## src/rtl/fpnew_pkg.sv

```systemverilog
// Shared FPU types: status flags, format-arbiter payload and index-width helper.
package fpnew_pkg;

  typedef struct packed {
    logic NV;
    logic DZ;
    logic OF;
    logic UF;
    logic NX;
  } status_t;

  localparam int unsigned NUM_FP_FORMATS    = 5;
  localparam int unsigned FMT_ARB_MAX_WIDTH = 64;

  function automatic int unsigned fmt_arb_idx_bits(int unsigned n);
    int unsigned bits;
    bits = 1;
    if (n > 1) bits = $clog2(n);
    return bits;
  endfunction

  localparam int unsigned FMT_ARB_IDX_BITS = fmt_arb_idx_bits(NUM_FP_FORMATS);

  // Result is stored at the widest supported width and narrowed at the consumer.
  typedef struct packed {
    logic [FMT_ARB_MAX_WIDTH-1:0] result;
    status_t                      status;
    logic                         ext_bit;
  } fmt_arb_payload_t;

endpackage

```

## src/rtl/fpnew_rr_picker.sv

```systemverilog
// Combinational round-robin picker: first requester at or after ptr_i (mod N), one-hot plus index.
module fpnew_rr_picker
  import fpnew_pkg::*;
#(
  parameter int unsigned N    = 5,
  parameter int unsigned IdxW = fmt_arb_idx_bits(N)
) (
  input  logic [N-1:0]    req_i,
  input  logic [IdxW-1:0] ptr_i,
  output logic [N-1:0]    gnt_o,
  output logic [IdxW-1:0] idx_o,
  output logic            vld_o
);

  logic [IdxW-1:0] cand;

  always_comb begin
    gnt_o = '0;
    idx_o = '0;
    vld_o = 1'b0;
    cand  = '0;
    for (int unsigned k = 0; k < N; k++) begin
      cand = IdxW'((32'(ptr_i) + k) % N);
      if (!vld_o && req_i[cand]) begin
        vld_o       = 1'b1;
        gnt_o[cand] = 1'b1;
        idx_o       = cand;
      end
    end
  end

endmodule

```

## src/rtl/fpnew_opgroup_fmt_arbiter.sv

```systemverilog
// Round-robin merge of per-format slice outputs into one registered valid/ready stage (1-cycle latency).
// FPNEW_FMT_ARB_SKID_EN adds a skid register so slice_ready_o has no path from out_ready_i; Width <= 64.
module fpnew_opgroup_fmt_arbiter
  import fpnew_pkg::*;
#(
  parameter int unsigned NumFormats = 5,
  parameter int unsigned Width      = 32,
  parameter type         TagType    = logic,
  localparam int unsigned FMT_BITS  = fmt_arb_idx_bits(NumFormats)
) (
  input  logic                                 clk_i,
  input  logic                                 rst_i,
  input  logic                                 flush_i,
  input  logic   [NumFormats-1:0][Width-1:0]   slice_result_i,
  input  status_t [NumFormats-1:0]             slice_status_i,
  input  logic   [NumFormats-1:0]              slice_ext_bit_i,
  input  TagType [NumFormats-1:0]              slice_tag_i,
  input  logic   [NumFormats-1:0]              slice_valid_i,
  output logic   [NumFormats-1:0]              slice_ready_o,
  input  logic   [NumFormats-1:0]              slice_busy_i,
  output logic   [Width-1:0]                   result_o,
  output status_t                              status_o,
  output logic                                 extension_bit_o,
  output TagType                               tag_o,
  output logic   [FMT_BITS-1:0]                fmt_o,
  output logic                                 out_valid_o,
  input  logic                                 out_ready_i,
  output logic                                 busy_o
);

  logic [NumFormats-1:0] grant;
  logic [FMT_BITS-1:0]   grant_idx;
  logic                  grant_vld;
  logic                  stage_ready;
  logic                  accept;
  logic                  skid_valid;

  logic [FMT_BITS-1:0] rr_q, rr_d;
  logic                out_valid_q, out_valid_d;
  fmt_arb_payload_t    out_pl_q, out_pl_d;
  TagType              out_tag_q, out_tag_d;
  logic [FMT_BITS-1:0] out_fmt_q, out_fmt_d;

  fmt_arb_payload_t new_pl;
  TagType           new_tag;

  fpnew_rr_picker #(
    .N    (NumFormats),
    .IdxW (FMT_BITS)
  ) i_picker (
    .req_i (slice_valid_i),
    .ptr_i (rr_q),
    .gnt_o (grant),
    .idx_o (grant_idx),
    .vld_o (grant_vld)
  );

  assign accept        = grant_vld & stage_ready & ~flush_i;
  assign slice_ready_o = grant & {NumFormats{stage_ready & ~flush_i}};

  always_comb begin
    new_pl         = '0;
    new_pl.result  = FMT_ARB_MAX_WIDTH'(slice_result_i[grant_idx]);
    new_pl.status  = slice_status_i[grant_idx];
    new_pl.ext_bit = slice_ext_bit_i[grant_idx];
    new_tag        = slice_tag_i[grant_idx];
  end

  // With a single format the pointer wraps to 0 on every accept, so it stays tied low.
  always_comb begin
    rr_d = rr_q;
    if (accept) begin
      rr_d = (grant_idx == FMT_BITS'(NumFormats - 1)) ? '0 : grant_idx + 1'b1;
    end
  end

`ifdef FPNEW_FMT_ARB_SKID_EN
  logic                skid_valid_q, skid_valid_d;
  fmt_arb_payload_t    skid_pl_q, skid_pl_d;
  TagType              skid_tag_q, skid_tag_d;
  logic [FMT_BITS-1:0] skid_fmt_q, skid_fmt_d;

  assign stage_ready = ~skid_valid_q;
  assign skid_valid  = skid_valid_q;

  // The skid entry is always older than anything new, so it refills the output first.
  always_comb begin
    out_valid_d  = out_valid_q;
    out_pl_d     = out_pl_q;
    out_tag_d    = out_tag_q;
    out_fmt_d    = out_fmt_q;
    skid_valid_d = skid_valid_q;
    skid_pl_d    = skid_pl_q;
    skid_tag_d   = skid_tag_q;
    skid_fmt_d   = skid_fmt_q;
    if (flush_i) begin
      out_valid_d  = 1'b0;
      skid_valid_d = 1'b0;
    end else if (!out_valid_q || out_ready_i) begin
      if (skid_valid_q) begin
        out_valid_d  = 1'b1;
        out_pl_d     = skid_pl_q;
        out_tag_d    = skid_tag_q;
        out_fmt_d    = skid_fmt_q;
        skid_valid_d = 1'b0;
      end else if (accept) begin
        out_valid_d = 1'b1;
        out_pl_d    = new_pl;
        out_tag_d   = new_tag;
        out_fmt_d   = grant_idx;
      end else begin
        out_valid_d = 1'b0;
      end
    end else if (accept) begin
      skid_valid_d = 1'b1;
      skid_pl_d    = new_pl;
      skid_tag_d   = new_tag;
      skid_fmt_d   = grant_idx;
    end
  end

  always_ff @(posedge clk_i) begin
    if (rst_i) begin
      skid_valid_q <= 1'b0;
      skid_pl_q    <= '0;
      skid_tag_q   <= '0;
      skid_fmt_q   <= '0;
    end else begin
      skid_valid_q <= skid_valid_d;
      skid_pl_q    <= skid_pl_d;
      skid_tag_q   <= skid_tag_d;
      skid_fmt_q   <= skid_fmt_d;
    end
  end
`else
  assign stage_ready = ~out_valid_q | out_ready_i;
  assign skid_valid  = 1'b0;

  always_comb begin
    out_valid_d = out_valid_q;
    out_pl_d    = out_pl_q;
    out_tag_d   = out_tag_q;
    out_fmt_d   = out_fmt_q;
    if (flush_i) begin
      out_valid_d = 1'b0;
    end else if (accept) begin
      out_valid_d = 1'b1;
      out_pl_d    = new_pl;
      out_tag_d   = new_tag;
      out_fmt_d   = grant_idx;
    end else if (out_ready_i) begin
      out_valid_d = 1'b0;
    end
  end
`endif

  always_ff @(posedge clk_i) begin
    if (rst_i) begin
      rr_q        <= '0;
      out_valid_q <= 1'b0;
      out_pl_q    <= '0;
      out_tag_q   <= '0;
      out_fmt_q   <= '0;
    end else begin
      rr_q        <= rr_d;
      out_valid_q <= out_valid_d;
      out_pl_q    <= out_pl_d;
      out_tag_q   <= out_tag_d;
      out_fmt_q   <= out_fmt_d;
    end
  end

  assign result_o        = Width'(out_pl_q.result);
  assign status_o        = out_pl_q.status;
  assign extension_bit_o = out_pl_q.ext_bit;
  assign tag_o           = out_tag_q;
  assign fmt_o           = out_fmt_q;
  assign out_valid_o     = out_valid_q;
  assign busy_o          = out_valid_q | skid_valid | (|slice_busy_i);

endmodule

```

## config.mk

```make
export PLATFORM = sky130hd
export DESIGN_NAME = fpnew_opgroup_fmt_arbiter
export DESIGN_NICKNAME = d
export VERILOG_FILES = /design/src/rtl/fpnew_pkg.sv /design/src/rtl/fpnew_rr_picker.sv /design/src/rtl/fpnew_opgroup_fmt_arbiter.sv
export SDC_FILE = /design/constraint.sdc
export NUM_CORES = 1
export LEC_CHECK = 0
export BUFFER_PORTS_ARGS = -buffer_cell sky130_fd_sc_hd__buf_2
export CAP_MARGIN = 30
export CORE_ASPECT_RATIO = 1.25
export CORE_MARGIN = 5
export CORE_UTILIZATION = 25
export DETAILED_ROUTE_END_ITERATION = 12
export PLACE_DENSITY = 0.58
export SYNTH_ARGS = -nofsm -noshare
export SYNTH_HDL_FRONTEND = slang
export SYNTH_SLANG_ARGS = --single-unit
```

## constraint.sdc

```tcl
create_clock -name clk_i -period 6.63 [get_ports clk_i]
set_input_delay 1.326 -clock clk_i [delete_from_list [all_inputs] [get_ports clk_i]]
set_output_delay 1.326 -clock clk_i [all_outputs]
set_load 0.1 [all_outputs]
```

* Word-level counts from Yosys, hierarchy flattened
Index checks and enable logic that the tools add are counted.
Storage, ports and cells: flip-flop bits (word level) 46, input port bits 209, output and inout port bits 49, logic and storage cells 108
Operators by class: add/sub/neg operators 5, div/mod/pow operators 5, order comparisons 11, eq/ne operators 1, muxes and demuxes 46, bitwise gates (word level) 12, reduce and logical (&&, ||, !) cells 17
Operators with widths (number):
- remainder unit 32 x 3 -> 32 bit, second input constant | 4
- binary-select mux 32 bit (select 3 bit) | 1
- remainder unit 3 x 3 -> 32 bit, second input constant | 1
- 2-to-1 mux 32 bit | 1
- 2-to-1 mux 5 bit | 6
- less-than comparator 3 x 4 -> 1 bit, second input constant | 6
- binary-select mux 1 bit (select 3 bit) | 7
- bitwise OR 5 bit | 4
- 2-to-1 mux 1 bit | 19
- 2-to-1 mux 3 bit | 6
- binary-select mux 5 bit (select 3 bit) | 1
- demux 1 bit (select 3 bit) | 5
- >= comparator 3 x 1 -> 1 bit, second input constant | 5
- logical AND 1 bit | 9
- adder 3 x 2 -> 4 bit, second input constant | 2
- AND 5 bit | 1
- OR reduction 5 bit | 1
- adder 3 x 1 -> 4 bit, second input constant | 1
- adder 3 x 3 -> 4 bit, second input constant | 1
- zero test 1 bit | 4
- adder 3 x 1 -> 3 bit, second input constant | 1
- AND 1 bit | 3
- == test 3 bit, second input constant | 1
- NOT 1 bit | 2
- 4 further kinds | 5

* Longest topological paths before layout
depth in word-level cells 19, mapped depth 28, mapped depth without buffers 24

* Modules after synthesis
A second synthesis with hierarchy kept.
Second synthesis, totals: cells, all modules 678, area total of the unflattened synthesis 5592.9 um^2
Modules (own cells, without submodules):
- fpnew_opgroup_fmt_arbiter | times used 1, cells each 436, area each 3767.4 um^2
- fpnew_rr_picker | times used 1, cells each 242, area each 1825.5 um^2

* Worst setup path after synthesis
OpenSTA, ideal clock, no wires.
path kind register to output, start point reg rr_q[0], end point out slice_ready_o[2], arrival 6463 ps, setup slack -1159 ps, stages on the path, launching flop included 23, path buffers 5, cells stage by stage dfxtp_1 -> buf_2 -> buf_2 -> clkinv_1 -> ha_1 -> clkbuf_1 -> inv_1 -> ha_1 -> or3_1 -> a21oi_1 -> nor2_1 -> inv_1 -> ha_1 -> nand2b_1 -> a21oi_1 -> a31o_2 -> mux2i_1 -> nor3b_1 -> a41o_1 -> buf_2 -> buf_1 -> or4b_2 -> a31oi_1
On the way: word-level cells in the longest chain between the ends 17, elaborated cells between the ends (all ways) 66, those cells by class 4 x add/sub; 5 x div; 10 x order compare; 29 x mux; 5 x bitwise; 13 x reduce/logical
RTL lines:
- from (decl) | line fpnew_opgroup_fmt_arbiter.sv:38 | logic [FMT_BITS-1:0] rr_q, rr_d;
- from (signal assigned) | line fpnew_opgroup_fmt_arbiter.sv:165 | rr_q <= rr_d;
- parallel branches: the longest is 15 deep, another holds remainder unit 32 x 3 -> 32 bit
- 2-to-1 mux 5 bit * | line fpnew_rr_picker.sv:24 | if (!vld_o && req_i[cand]) begin
- AND 5 bit * | line fpnew_opgroup_fmt_arbiter.sv:59 | assign slice_ready_o = grant & {NumFormats{stage_ready & ~flush_i}};
- to (decl) | line fpnew_opgroup_fmt_arbiter.sv:19 | output logic [NumFormats-1:0] slice_ready_o,
Mark *: on every way between the ends. The select of a mux whose other input is x is not followed.

* Final worst setup path
start point reg rr_q[1], end point out slice_ready_o[2]
The elaborated chain is that of the path after synthesis.

==> summary by stage <==
STA
The final setup slack of the worst path is 0.412 ns. The number of pins exceeding their max-slew limit in the final report was 0. The worst-margin pin slew is 0.951 ns.

The final cycle utilization of the critical path is 93.8%. The final hold violation count is 0. For the finished layout, the period the worst path requires is 6.22 ns. Headroom to the max-slew limit came out at 36.2%. Setup violations remaining at the end of the flow were counted as 0. Across the routed clock network, the largest skew measured is 0.0111 ns. Setup repair after global routing left no endpoint under its margin.

Timing would allow up to 161 MHz. The sum of negative setup slack is 0 ns.

Synth
The most common flop cell mapped by yosys is dfxtp_1. For this run, asynchronously set or reset flops after synthesis account for 0%. The number of different library cells in the post-synthesis netlist is 77.

The post-synthesis sequential area ratio is 18.4%. After synthesis the netlist holds a flip-flop and latch count of 46. The share of the synthesized area in the top cell type is 18.4%. In the synthesized netlist, the number of instances is 635. The post-synthesis area per instance is 7.89 sq um.

The synthesis warning total is 0. The post-synthesis cell type with the largest combined area is dfxtp_1. The post-synth net total is 867. The netlist area before placement is 5010 sq um. The synthesized design contains 0 enable-type register cells. In the post-synthesis netlist, the biggest area contributors are dfxtp_1, o221ai_1, a211oi_1.

Min path
In this run the worst hold path is classified as flip-flop to flip-flop.

Detailed routing
The total wire length after detailed routing is 21.7 mm. The routed via count divided by cell count is 5.56. The average wire per standard cell is 19.2 microns. The remaining antenna violation count after routing is 0. The number of DRC violations after detailed routing is 0.

The number of optimization iterations in the first detailed-route pass is 5. The violation count after the first detailed-routing iteration is 417. The final route contains 6284 vias.

Layout
After the last flow step, the layout net total stands at 1091. The post-route non-filler standard cell count is 1131. Leaving out fill and tap cells, the most frequent cells in the layout are buf_2, nand2_1, a21oi_1, dfxtp_1, a211oi_1.

The end-of-flow core utilization is 34.2%. From synthesis to final layout, the design area changed by 36.1%. The library cell used most frequently in the layout, excluding fill and tap cells, is buf_2. The share of final-layout standard cells stronger than drive strength 1 is 38.6%.

Place
The number of placed instances, taps included is 1122. The count of port buffers added during placement is 257. Routability-driven placement finished with a final weighted congestion of 0.885. Summed over all nets, the half-perimeter wirelength after detailed placement is 16.9 mm. The pre-CTS worst setup slack is 0.346 ns.

Clock network
The H-tree was split into 2 levels. The clock buffer count from CTS is 5. The later pin in the worst-skew pair is clocked with a latency of 0.29 ns.

The register clock-pin slew on the reported worst setup and hold paths is 0.06 ns. TritonCTS built the clock tree. The tree built by TritonCTS fans out to 46 sinks. The root cell of the clock tree is clkbuf_16.

The maximum buffer depth of the clock tree is 2.

Setup path
The category of the worst setup path launch point is a flip-flop. The delay of the slowest critical-path stage is 0.66 ns. The setup check on the worst reg-to-reg path leaves a slack of 0.78 ns.

Counting stages on the worst path, the most repeated cell is ha_1. The type of the setup path with the least slack is flip-flop to output pin. The critical path contains buffers and inverters numbering 5 combined. For the worst setup path, the data arrival time is 4.89 ns. Along the worst path, the maximum fanout reaches 7.

The slowest stage of the critical path is the or4b_2 cell. Broken down by cell family, the worst path's largest delay share belongs to simple AND/OR/NAND/NOR gates. For the worst setup path, the data required time is 5.30 ns. Traced cell by cell, the critical path runs through inv_2 -> ha_1 -> inv_1 -> ha_1 -> inv_1 -> ha_1 -> or3_1 -> a21oi_1 -> nor2_2 -> inv_1 -> ha_1 -> nand2b_1 -> a21oi_1 -> a31o_2 -> mux2i_1 -> nor3b_2 -> a41o_1 -> or4b_2 -> a31oi_4 -> buf_12. STA classifies the critical path endpoint as an output pin.

Floorplanning
The floorplan die area is 23000 sq um. The die is 137 microns wide. The number of placement rows is 58. The total I/O pin count is 258. For this configuration, the core starts out at a cell density of 25.1%. The core region is 20000 sq um. The die is 168 microns tall.

Global route
The overall overflow remaining after global route is 0. The via count of the first global-routing pass came to 6225. The number of antenna violations at the first check in global routing is 1. Entering global routing, the biggest net connects 54 pins. The first global-routing pass estimated 32.9 mm of wire. The all-layer global routing usage is 17.8%.

Flow run
The max capacitance violation total is 0.

Status
The run finished with clean final reports.
[cells in the mapped netlist, types with 4 or more instances]
cell type	instances
o211ai_1	21
mux2i_1	23
inv_1	17
o31ai_1	5
nand2_1	52
nand2b_1	11
nor3_1	10
ha_1	23
nand4_1	4
and3_1	7
o21ai_0	25
a211oi_2	12
and2_1	4
dfxtp_1	46
nand3_1	14
nor2b_1	7
nor2_1	16
a31oi_1	9
a32oi_1	14
o21a_1	4
clkbuf_1	34
xnor2_1	7
a21oi_1	50
buf_2	17
a211o_1	14
a211oi_1	45
nor3b_1	27
o221ai_1	40
[logic make-up after synthesis]
group,count (synthesis),synth area share [%]
AO/OA/AOI/OAI,279,42.7
AND/OR/NAND/NOR,172,19.0
XOR/XNOR,9,1.95
adder cells (fa/ha/maj),23,5.74
buffers and inverters,80,7.01
multiplexers,26,5.27
flip-flops,46,18.4
[cell type report]
type | instances | area, sq um
inverter | 22 | 82.6
timing repair buffer | 275 | 1480
clock inverter | 2 | 12.5
antenna | 1 | 2.50
tap | 270 | 338
fill | 2145 | 13100
multi-input combinational | 509 | 3840
clock buffer | 6 | 139
sequential | 46 | 921
[per-stage QoR]
step / area [sq um] / hold WS (ns)
after floorplan: 5070 / 0.648
after global placement: 6620 / 0.441
after detailed placement: 6630 / 0.447
after CTS: 6780 / 0.458
after global routing: 6820 / 0.474
final: 6820 / 0.451
[what timing repair did]
| action | CTS | global route |
|---|---|---|
| setup buffers | 0 | 0 |
| gates resized for setup | 0 | 10 |
| hold endpoints to repair | 0 | 0 |
| hold buffers | 0 | 0 |
| endpoints found under the setup margin | 0 | 5 |
[per-layer routing]
metal	wire length (microns)	GRT usage, %
met5	0	0
met4	773	7.15
met3	1640	3.35
met2	11000	31.5
met1	8360	20.8
[worst reg2reg max path: stages (launching register included)]
cell and delay [ns]:
dfxtp_1 0.32, inv_2 0.12, ha_1 0.18, inv_1 0.08, ha_1 0.40, inv_1 0.11, ha_1 0.23, or3_1 0.36
a21oi_1 0.21, nor2_2 0.11, inv_1 0.10, ha_1 0.14, nand2b_1 0.12, nand3_1 0.10, a31o_2 0.25, a2111oi_0 0.43
a31oi_1 0.08, a41o_1 0.30, buf_4 0.25, a31oi_1 0.18, buf_4 0.24, o21ai_4 0.08, inv_2 0.66, ha_1 0.30
nor2_1 0.05, mux2i_1 0.21, a211oi_1 0.11
[worst paths after layout]
check	from	end	cells after the start
min	fmt_o[2]$_SDFFE_PP0P_	fmt_o[2]$_SDFFE_PP0P_	2
min reg2reg	fmt_o[2]$_SDFFE_PP0P_	fmt_o[2]$_SDFFE_PP0P_	2
max	rr_q[1]$_SDFFE_PP0P_	slice_ready_o[2]	20
max reg2reg	rr_q[1]$_SDFFE_PP0P_	rr_q[2]$_SDFFE_PP0P_	26
[sequential cells by signal, indices dropped and copies added, names as in the netlist]
register / flops
result_o: 32
tag_o: 1
fmt_o: 3
rr_q: 3
status_o: 5
out_valid_o: 1
extension_bit_o: 1
Power is left out: the tool's default activity adds up to more than one toggle a clock period on the data nets, which glitch-free logic cannot reach.
